### src/rtl/cpu_sequencer_pkg.sv
// Shared constants and control bundle for the
// multi-cycle mini-CPU sequencer.
package cpu_sequencer_pkg;

  localparam logic [5:0] OP_RTYPE = 6'b000000;
  localparam logic [5:0] OP_LW    = 6'b100011;
  localparam logic [5:0] OP_SW    = 6'b101011;
  localparam logic [5:0] FUN_ADD  = 6'b100000;
  localparam logic [3:0] ALU_ADD  = 4'b0010;

  localparam logic [2:0] S_IF    = 3'd0;
  localparam logic [2:0] S_ID    = 3'd1;
  localparam logic [2:0] S_EX    = 3'd2;
  localparam logic [2:0] S_MEM   = 3'd3;
  localparam logic [2:0] S_WB    = 3'd4;
  localparam logic [2:0] S_FAULT = 3'd7;

  typedef struct packed {
    logic       wr;
    logic       m2r;
    logic [3:0] alu;
    logic       aluimm;
    logic       regrt;
    logic       is_lw;
    logic       is_sw;
  } ctrl_t;

endpackage

### src/rtl/cpu_sequencer_if.sv
// Sequencer <-> memories/IR/datapath bundle.
// master = sequencer, slave = surrounding system.
interface cpu_sequencer_if #(
  parameter int CNT_W = 32
);
  logic [5:0]       opcode;
  logic [5:0]       fun;
  logic             imem_ack;
  logic             dmem_ack;
  logic             imem_req;
  logic             dmem_req;
  logic             dmem_we;
  logic             ir_we;
  logic             pc_we;
  logic             writereg;
  logic             memory2reg;
  logic [3:0]       ALUcontrol;
  logic             ALUImm;
  logic             regrt;
  logic [2:0]       state;
  logic             illegal;
  logic             timeout;
  logic [CNT_W-1:0] instr_count;

  modport master (
    input  opcode, fun, imem_ack, dmem_ack,
    output imem_req, dmem_req, dmem_we,
    output ir_we, pc_we, writereg,
    output memory2reg, ALUcontrol, ALUImm,
    output regrt, state, illegal, timeout,
    output instr_count
  );

  modport slave (
    output opcode, fun, imem_ack, dmem_ack,
    input  imem_req, dmem_req, dmem_we,
    input  ir_we, pc_we, writereg,
    input  memory2reg, ALUcontrol, ALUImm,
    input  regrt, state, illegal, timeout,
    input  instr_count
  );

endinterface

### src/rtl/cpu_sequencer_instr_decoder.sv
// Combinational opcode/fun decode into the
// control bundle plus a legal-instruction bit.
module cpu_sequencer_instr_decoder
  import cpu_sequencer_pkg::*;
(
  input  logic [5:0] opcode_i,
  input  logic [5:0] fun_i,
  output ctrl_t      ctrl_o,
  output logic       legal_o
);

  logic is_add;
  logic is_lw;
  logic is_sw;

  assign is_add = (opcode_i == OP_RTYPE)
               && (fun_i == FUN_ADD);
  assign is_lw  = (opcode_i == OP_LW);
  assign is_sw  = (opcode_i == OP_SW);

  // one-hot instruction class to control bundle
  always_comb begin
    ctrl_o  = '0;
    legal_o = 1'b0;
    unique case (1'b1)
      is_add: begin
        legal_o    = 1'b1;
        ctrl_o.wr  = 1'b1;
        ctrl_o.alu = ALU_ADD;
      end
      is_lw: begin
        legal_o       = 1'b1;
        ctrl_o.wr     = 1'b1;
        ctrl_o.m2r    = 1'b1;
        ctrl_o.alu    = ALU_ADD;
        ctrl_o.aluimm = 1'b1;
        ctrl_o.regrt  = 1'b1;
        ctrl_o.is_lw  = 1'b1;
      end
      is_sw: begin
        legal_o       = 1'b1;
        ctrl_o.alu    = ALU_ADD;
        ctrl_o.aluimm = 1'b1;
        ctrl_o.regrt  = 1'b1;
        ctrl_o.is_sw  = 1'b1;
      end
      default: begin
        legal_o = 1'b0;
      end
    endcase
  end

endmodule

### src/rtl/cpu_sequencer.sv
// IF/ID/EX/MEM/WB multi-cycle sequencer with
// memory-ack timeout, retire counter and fault trap.
module cpu_sequencer
  import cpu_sequencer_pkg::*;
#(
  parameter int CNT_W       = 32,
  parameter int MEM_TIMEOUT = 16
) (
  input logic      clk,
  input logic      rst,
  cpu_sequencer_if.master bus
);

  localparam int WW = $clog2(MEM_TIMEOUT);
  localparam logic [WW-1:0] WLAST =
    WW'(MEM_TIMEOUT - 1);

  logic [2:0]       state_q, state_d;
  logic [WW-1:0]    wait_q, wait_d;
  logic [CNT_W-1:0] cnt_q, cnt_d;
  logic             ill_q, ill_d;
  logic             to_q, to_d;
  ctrl_t            dec_q, dec_d;
  ctrl_t            dec_c;
  logic             legal_c;
  logic             tmo_c;
  logic             retire_c;
  logic             waiting_c;

  cpu_sequencer_instr_decoder u_dec (
    .opcode_i (bus.opcode),
    .fun_i    (bus.fun),
    .ctrl_o   (dec_c),
    .legal_o  (legal_c)
  );

  assign tmo_c = (wait_q == WLAST);

  // next state, sticky flags, decode capture
  always_comb begin
    state_d  = state_q;
    ill_d    = ill_q;
    to_d     = to_q;
    dec_d    = dec_q;
    retire_c = 1'b0;
    case (state_q)
      S_IF: begin
        if (bus.imem_ack) begin
          state_d = S_ID;
        end else if (tmo_c) begin
          state_d = S_FAULT;
          to_d    = 1'b1;
        end
      end
      S_ID: begin
        dec_d = dec_c;
        if (legal_c) begin
          state_d = S_EX;
        end else begin
          state_d = S_FAULT;
          ill_d   = 1'b1;
        end
      end
      S_EX: begin
        if (dec_q.is_lw || dec_q.is_sw)
          state_d = S_MEM;
        else
          state_d = S_WB;
      end
      S_MEM: begin
        if (bus.dmem_ack) begin
          if (dec_q.is_sw) begin
            state_d  = S_IF;
            retire_c = 1'b1;
          end else begin
            state_d = S_WB;
          end
        end else if (tmo_c) begin
          state_d = S_FAULT;
          to_d    = 1'b1;
        end
      end
      S_WB: begin
        state_d  = S_IF;
        retire_c = 1'b1;
      end
      S_FAULT: state_d = S_FAULT;
      default: state_d = S_FAULT;
    endcase
  end

  // wait counter restarts on every state entry
  always_comb begin
    waiting_c = (state_q == S_IF)
             || (state_q == S_MEM);
    if (state_d != state_q)
      wait_d = '0;
    else if (waiting_c)
      wait_d = wait_q + 1'b1;
    else
      wait_d = '0;
    cnt_d = retire_c ? cnt_q + 1'b1 : cnt_q;
  end

  // state registers with synchronous reset
  always_ff @(posedge clk) begin
    if (rst) begin
      state_q <= S_IF;
      wait_q  <= '0;
      cnt_q   <= '0;
      ill_q   <= 1'b0;
      to_q    <= 1'b0;
      dec_q   <= '0;
    end else begin
      state_q <= state_d;
      wait_q  <= wait_d;
      cnt_q   <= cnt_d;
      ill_q   <= ill_d;
      to_q    <= to_d;
      dec_q   <= dec_d;
    end
  end

  // strobes decoded from state, forced low in reset
  always_comb begin
    bus.imem_req = !rst && (state_q == S_IF);
    bus.ir_we    = bus.imem_req && bus.imem_ack;
    bus.dmem_req = !rst && (state_q == S_MEM);
    bus.dmem_we  = bus.dmem_req && dec_q.is_sw;
    bus.pc_we    = !rst && ((state_q == S_WB)
                || (bus.dmem_req && dec_q.is_sw
                    && bus.dmem_ack));
    bus.writereg = !rst && (state_q == S_WB)
                && dec_q.wr;
  end

  assign bus.memory2reg  = dec_q.m2r;
  assign bus.ALUcontrol  = dec_q.alu;
  assign bus.ALUImm      = dec_q.aluimm;
  assign bus.regrt       = dec_q.regrt;
  assign bus.state       = state_q;
  assign bus.illegal     = ill_q;
  assign bus.timeout     = to_q;
  assign bus.instr_count = cnt_q;

endmodule

### src/flat_wrapper.sv
// flat-port wrapper written by rule: the top's interface ports become plain ports
module cpu_sequencer_flat import cpu_sequencer_pkg::*;
#(
  parameter int CNT_W       = 32,
  parameter int MEM_TIMEOUT = 16
)
  (clk, rst, bus_opcode, bus_fun, bus_imem_ack, bus_dmem_ack, bus_imem_req, bus_dmem_req, bus_dmem_we, bus_ir_we, bus_pc_we, bus_writereg, bus_memory2reg, bus_ALUcontrol, bus_ALUImm, bus_regrt, bus_state, bus_illegal, bus_timeout, bus_instr_count);
  cpu_sequencer_if #(.CNT_W(CNT_W)) bus_i ();
  input logic clk;
  input logic rst;
  input wire logic [$bits(bus_i.opcode)-1:0] bus_opcode;
  input wire logic [$bits(bus_i.fun)-1:0] bus_fun;
  input wire logic [$bits(bus_i.imem_ack)-1:0] bus_imem_ack;
  input wire logic [$bits(bus_i.dmem_ack)-1:0] bus_dmem_ack;
  output wire logic [$bits(bus_i.imem_req)-1:0] bus_imem_req;
  output wire logic [$bits(bus_i.dmem_req)-1:0] bus_dmem_req;
  output wire logic [$bits(bus_i.dmem_we)-1:0] bus_dmem_we;
  output wire logic [$bits(bus_i.ir_we)-1:0] bus_ir_we;
  output wire logic [$bits(bus_i.pc_we)-1:0] bus_pc_we;
  output wire logic [$bits(bus_i.writereg)-1:0] bus_writereg;
  output wire logic [$bits(bus_i.memory2reg)-1:0] bus_memory2reg;
  output wire logic [$bits(bus_i.ALUcontrol)-1:0] bus_ALUcontrol;
  output wire logic [$bits(bus_i.ALUImm)-1:0] bus_ALUImm;
  output wire logic [$bits(bus_i.regrt)-1:0] bus_regrt;
  output wire logic [$bits(bus_i.state)-1:0] bus_state;
  output wire logic [$bits(bus_i.illegal)-1:0] bus_illegal;
  output wire logic [$bits(bus_i.timeout)-1:0] bus_timeout;
  output wire logic [$bits(bus_i.instr_count)-1:0] bus_instr_count;
  assign bus_i.opcode = bus_opcode;
  assign bus_i.fun = bus_fun;
  assign bus_i.imem_ack = bus_imem_ack;
  assign bus_i.dmem_ack = bus_dmem_ack;
  assign bus_imem_req = bus_i.imem_req;
  assign bus_dmem_req = bus_i.dmem_req;
  assign bus_dmem_we = bus_i.dmem_we;
  assign bus_ir_we = bus_i.ir_we;
  assign bus_pc_we = bus_i.pc_we;
  assign bus_writereg = bus_i.writereg;
  assign bus_memory2reg = bus_i.memory2reg;
  assign bus_ALUcontrol = bus_i.ALUcontrol;
  assign bus_ALUImm = bus_i.ALUImm;
  assign bus_regrt = bus_i.regrt;
  assign bus_state = bus_i.state;
  assign bus_illegal = bus_i.illegal;
  assign bus_timeout = bus_i.timeout;
  assign bus_instr_count = bus_i.instr_count;
  cpu_sequencer #(.CNT_W(CNT_W), .MEM_TIMEOUT(MEM_TIMEOUT)) u_core (.clk(clk), .rst(rst), .bus(bus_i));
endmodule
### config.mk
export PLATFORM = sky130hd
export DESIGN_NAME = cpu_sequencer_flat
export DESIGN_NICKNAME = d
export VERILOG_FILES = /design/src/rtl/cpu_sequencer_pkg.sv /design/src/rtl/cpu_sequencer_if.sv /design/src/rtl/cpu_sequencer_instr_decoder.sv /design/src/rtl/cpu_sequencer.sv /design/src/flat_wrapper.sv
export SDC_FILE = /design/constraint.sdc
export NUM_CORES = 1
export LEC_CHECK = 0
export BUFFER_PORTS_ARGS = -buffer_cell sky130_fd_sc_hd__buf_2
export CORE_ASPECT_RATIO = 0.6
export CORE_UTILIZATION = 48
export CTS_BUF_LIST = sky130_fd_sc_hd__clkbuf_2 sky130_fd_sc_hd__clkbuf_4 sky130_fd_sc_hd__clkbuf_8
export DETAILED_ROUTE_END_ITERATION = 8
export PLACE_DENSITY = 0.74
export SETUP_SLACK_MARGIN = 0.05
export SLEW_MARGIN = 40
export SYNTH_ARGS = -nofsm -noshare
export SYNTH_HDL_FRONTEND = slang
export SYNTH_SLANG_ARGS = --single-unit
### constraint.sdc
create_clock -name clk -period 4.3 [get_ports clk]
set_input_delay 0.43 -clock clk [delete_from_list [all_inputs] [get_ports clk]]
set_output_delay 0.43 -clock clk [all_outputs]
set_load 0.05 [all_outputs]
==> flow_summary.json <==
{
  "finalWorstPathRequiredPeriod_ns": 2.38,
  "report.final.hold_viol_count": 0,
  "core_region_area_um2": 4800,
  "yosys.area_share.adder_pct": 0.995,
  "ant_nets": 0,
  "yosys_most_used_dff": "dfxtp_1",
  "nFillCells": 455,
  "cts_sinks": 46,
  "grt_antenna_before_repair": 0,
  "firstDrtPassIters": 6,
  "postCtsSetupBuffers": 0,
  "run_status": "completed",
  "synthDominantCellAreaShare_pct": 36.6,
  "final.period_utilization_pct": 55.4,
  "synth_warnings": 0,
  "place.port_buffers": 62,
  "start_kind": "register",
  "critPathMaxFanout": 43,
  "timing.setup.tns_ns": 0,
  "final.setup_skew_ns": 0.00552,
  "dieHeight_um": 58.1,
  "globalRouteOverflowTotal": 0,
  "final_cell_area_um2": 2870,
  "clkSlewWorstSetupHoldPaths_ns": 0.09,
  "synth.top_cells.by_count": "46 x dfxtp_1, 28 x a21oi_1, 20 x o31ai_1, 20 x or4_1, 19 x nor2_1",
  "avgViaCountPerCell": 6.12,
  "post_synth_mux_area_share_pct": 3.93,
  "pwr_density_cell_nw_per_um2": 418,
  "final_gp_congestion": 0.766,
  "synth-xor-area-share_pct": 1.04,
  "critPathArrivalTime_ns": 2.57,
  "maxCapViolCount": 0,
  "start_util_pct": 52.4,
  "initialDrtViolationCount": 161,
  "post-route-drc-count": 0,
  "synthesis.area_um2": 2510,
  "global_route_wire_length_before_repair_um": 10100,
  "power.static_leakage_nw": 1.16,
  "share_of_synthesized_area_occupied_by_flip_flops_and_latches_pct": 36.6,
  "die_area_um2": 5540,
  "fraction_of_layout_cells_with_a_size_suffix_above_1_pct": 24.0,
  "synth_area_leader_cell": "dfxtp_1",
  "max_slew_margin_vs_limit_pct": 54.6,
  "routed-via-count": 2471,
  "postSynth.asyncResetShare_pct": 0,
  "timing.fmax_mhz": 420,
  "cts_repair_resize_count": 0,
  "area.growth.synth_to_final_pct": 14.1,
  "timing.hold.worst.class": "input port to register",
  "synth_enable_flop_cells": 0,
  "yosys.area_share.simple_pct": 34.2,
  "std_cell_rows": 19,
  "synth_compound_area_share_pct": 15.8,
  "timing.critical_path.to_type": "register",
  "top_level_ports": 66,
  "final_net_count": 358,
  "hold-worst-slack_ns": 0.416,
  "worst-setup-path-type": "register to register",
  "dp_hpwl_um": 4290,
  "worst_pin_slew_ns": 0.681,
  "h_tree_depth_reported_by_cts": 2,
  "tritoncts_clock_tree": "built",
  "post_cts_hold_buffer_count": 0,
  "synth.most_common_cell": "dfxtp_1",
  "synth_cells": 293,
  "critPathRequiredTime_ns": 4.49,
  "clock_latency_ns": 0.30,
  "worst_ir_drop_vdd_v": 0.000321,
  "antenna_cells": 0,
  "grt_usage_pct": 23.3,
  "die_x_um": 95.4,
  "synth_top_cells_by_area": "dfxtp_1 37%, o31ai_1 6.0%, or4_1 6.0%",
  "clock_path_buffers": 2,
  "grt_max_degree": 44,
  "number_of_buffers_created_by_cts": 5,
  "post_synth.cell_area_avg_um2": 8.58,
  "slew_violations": 0,
  "post_dp_cell_area_um2": 2780,
  "drt-wirelength-per-cell_um": 15.1,
  "cts.root.buffer_cell": "clkbuf_8",
  "postSynthRegisterBits": 46,
  "first_global_vias": 2061,
  "synth_top_family_by_area": "simple AND/OR/NAND/NOR gates",
  "grt_setup_unrepaired": "no",
  "detail_route.wirelength_um": 6120,
  "setup_violations": 0,
  "synth_cell_types": 48
}
==> registers in the layout, summed over array words and instances (netlist names) <==
register	count
u_core.bus.instr_count	32
u_core.wait_q	4
u_core.bus.state	3
u_core.dec_q	2
u_core.bus.ALUImm	1
u_core.bus.ALUcontrol	1
u_core.bus.illegal	1
u_core.bus.memory2reg	1
u_core.bus.timeout	1
==> layer usage <==
layer	vias up	track usage, %	wire (µm)
met5	-	0	0
met4	0	5.33	47
met3	6	5.25	430
met2	91	33.8	2580
met1	1170	35.0	3060
li1	1204	-	-
==> cell usage in the layout, fill, tap and decap left out, types with 3 or more instances in the layout <==
master / instances
buf_2: 62
dfxtp_1: 46
a21oi_1: 28
o31ai_1: 20
or4_1: 20
nor2_1: 19
nand2_1: 14
nand4_1: 14
nand3_1: 13
nor2b_1: 8
nor4_1: 7
inv_1: 7
and3_1: 7
mux2_1: 7
and4_1: 6
clkbuf_8: 6
and2_1: 5
or3_1: 5
o21ai_0: 4
nor3_1: 3
xor2_1: 3
conb_1: 3
==> where the power goes <==
| part | switching (W) | internal, W | total [W] |
|---|---|---|---|
| Clock | 0.000149 | 0.000136 | 0.000285 |
| Sequential | 0.0000590 | 0.000460 | 0.000519 |
| Combinational | 0.000287 | 0.000110 | 0.000397 |
==> metrics by stage <==
stage / util [%] / std cells / power [W] / setup WS, ns
5_1_grt: 59.8 / 404 / 0.00127 / 1.74
3_3_place_gp: 57.8 / 396 / 0.000917 / 2.01
4_1_cts: 59.8 / 404 / 0.00121 / 1.94
2_1_floorplan: - / 295 / 0.000866 / 0.926
3_5_place_dp: 57.8 / 396 / 0.000921 / 1.97
6_report: 59.8 / 404 / 0.00120 / 1.92
==> final cells by class <==
type | count | area [µm²] | area share [%]
inverters | 7 | 26.3 | 0.915
clock buffers | 7 | 90.1 | 3.14
well taps | 63 | 78.8 | 2.75
flip-flops and latches | 46 | 921 | 32.1
multi-input cells | 216 | 1420 | 49.6
clock inverters | 1 | 5.00 | 0.174
repair buffers | 64 | 325 | 11.3
==> kinds of logic after synthesis <==
| logic type | after synthesis |
|---|---|
| AND/OR/NAND/NOR | 136 |
| XOR/XNOR | 3 |
| flip-flops | 46 |
| AO/OA/AOI/OAI | 63 |
| buffers and inverters | 33 |
| adder cells (fa/ha/maj) | 2 |
| multiplexers | 9 |
| other | 1 |
==> worst paths after layout <==
| kind | from | end | slack, ns | depth (start not counted) |
|---|---|---|---|---|
| setup reg to reg | u_core.bus.state[2]$_SDFF_PP0_ | u_core.bus.instr_count[30]$_SDFFE_PP0P_ | 1.92 | 5 |
| hold / removal | bus_opcode[3] | u_core.dec_q[0]$_SDFFE_PP0N_ | 0.42 | 3 |
| setup / recovery | u_core.bus.state[2]$_SDFF_PP0_ | u_core.bus.instr_count[30]$_SDFFE_PP0P_ | 1.92 | 5 |
| hold reg to reg | u_core.bus.illegal$_SDFFE_PP0P_ | u_core.bus.illegal$_SDFFE_PP0P_ | 0.46 | 2 |
==> worst max-delay path, stage by stage (launching register included) <==
cell and delay (ns):
dfxtp_1 0.60, and4b_1 0.27, a22oi_2 0.46, buf_4 0.47, nor4_1 0.13, mux2_1 0.33
Note: power is estimated with default switching activity, not from simulation.
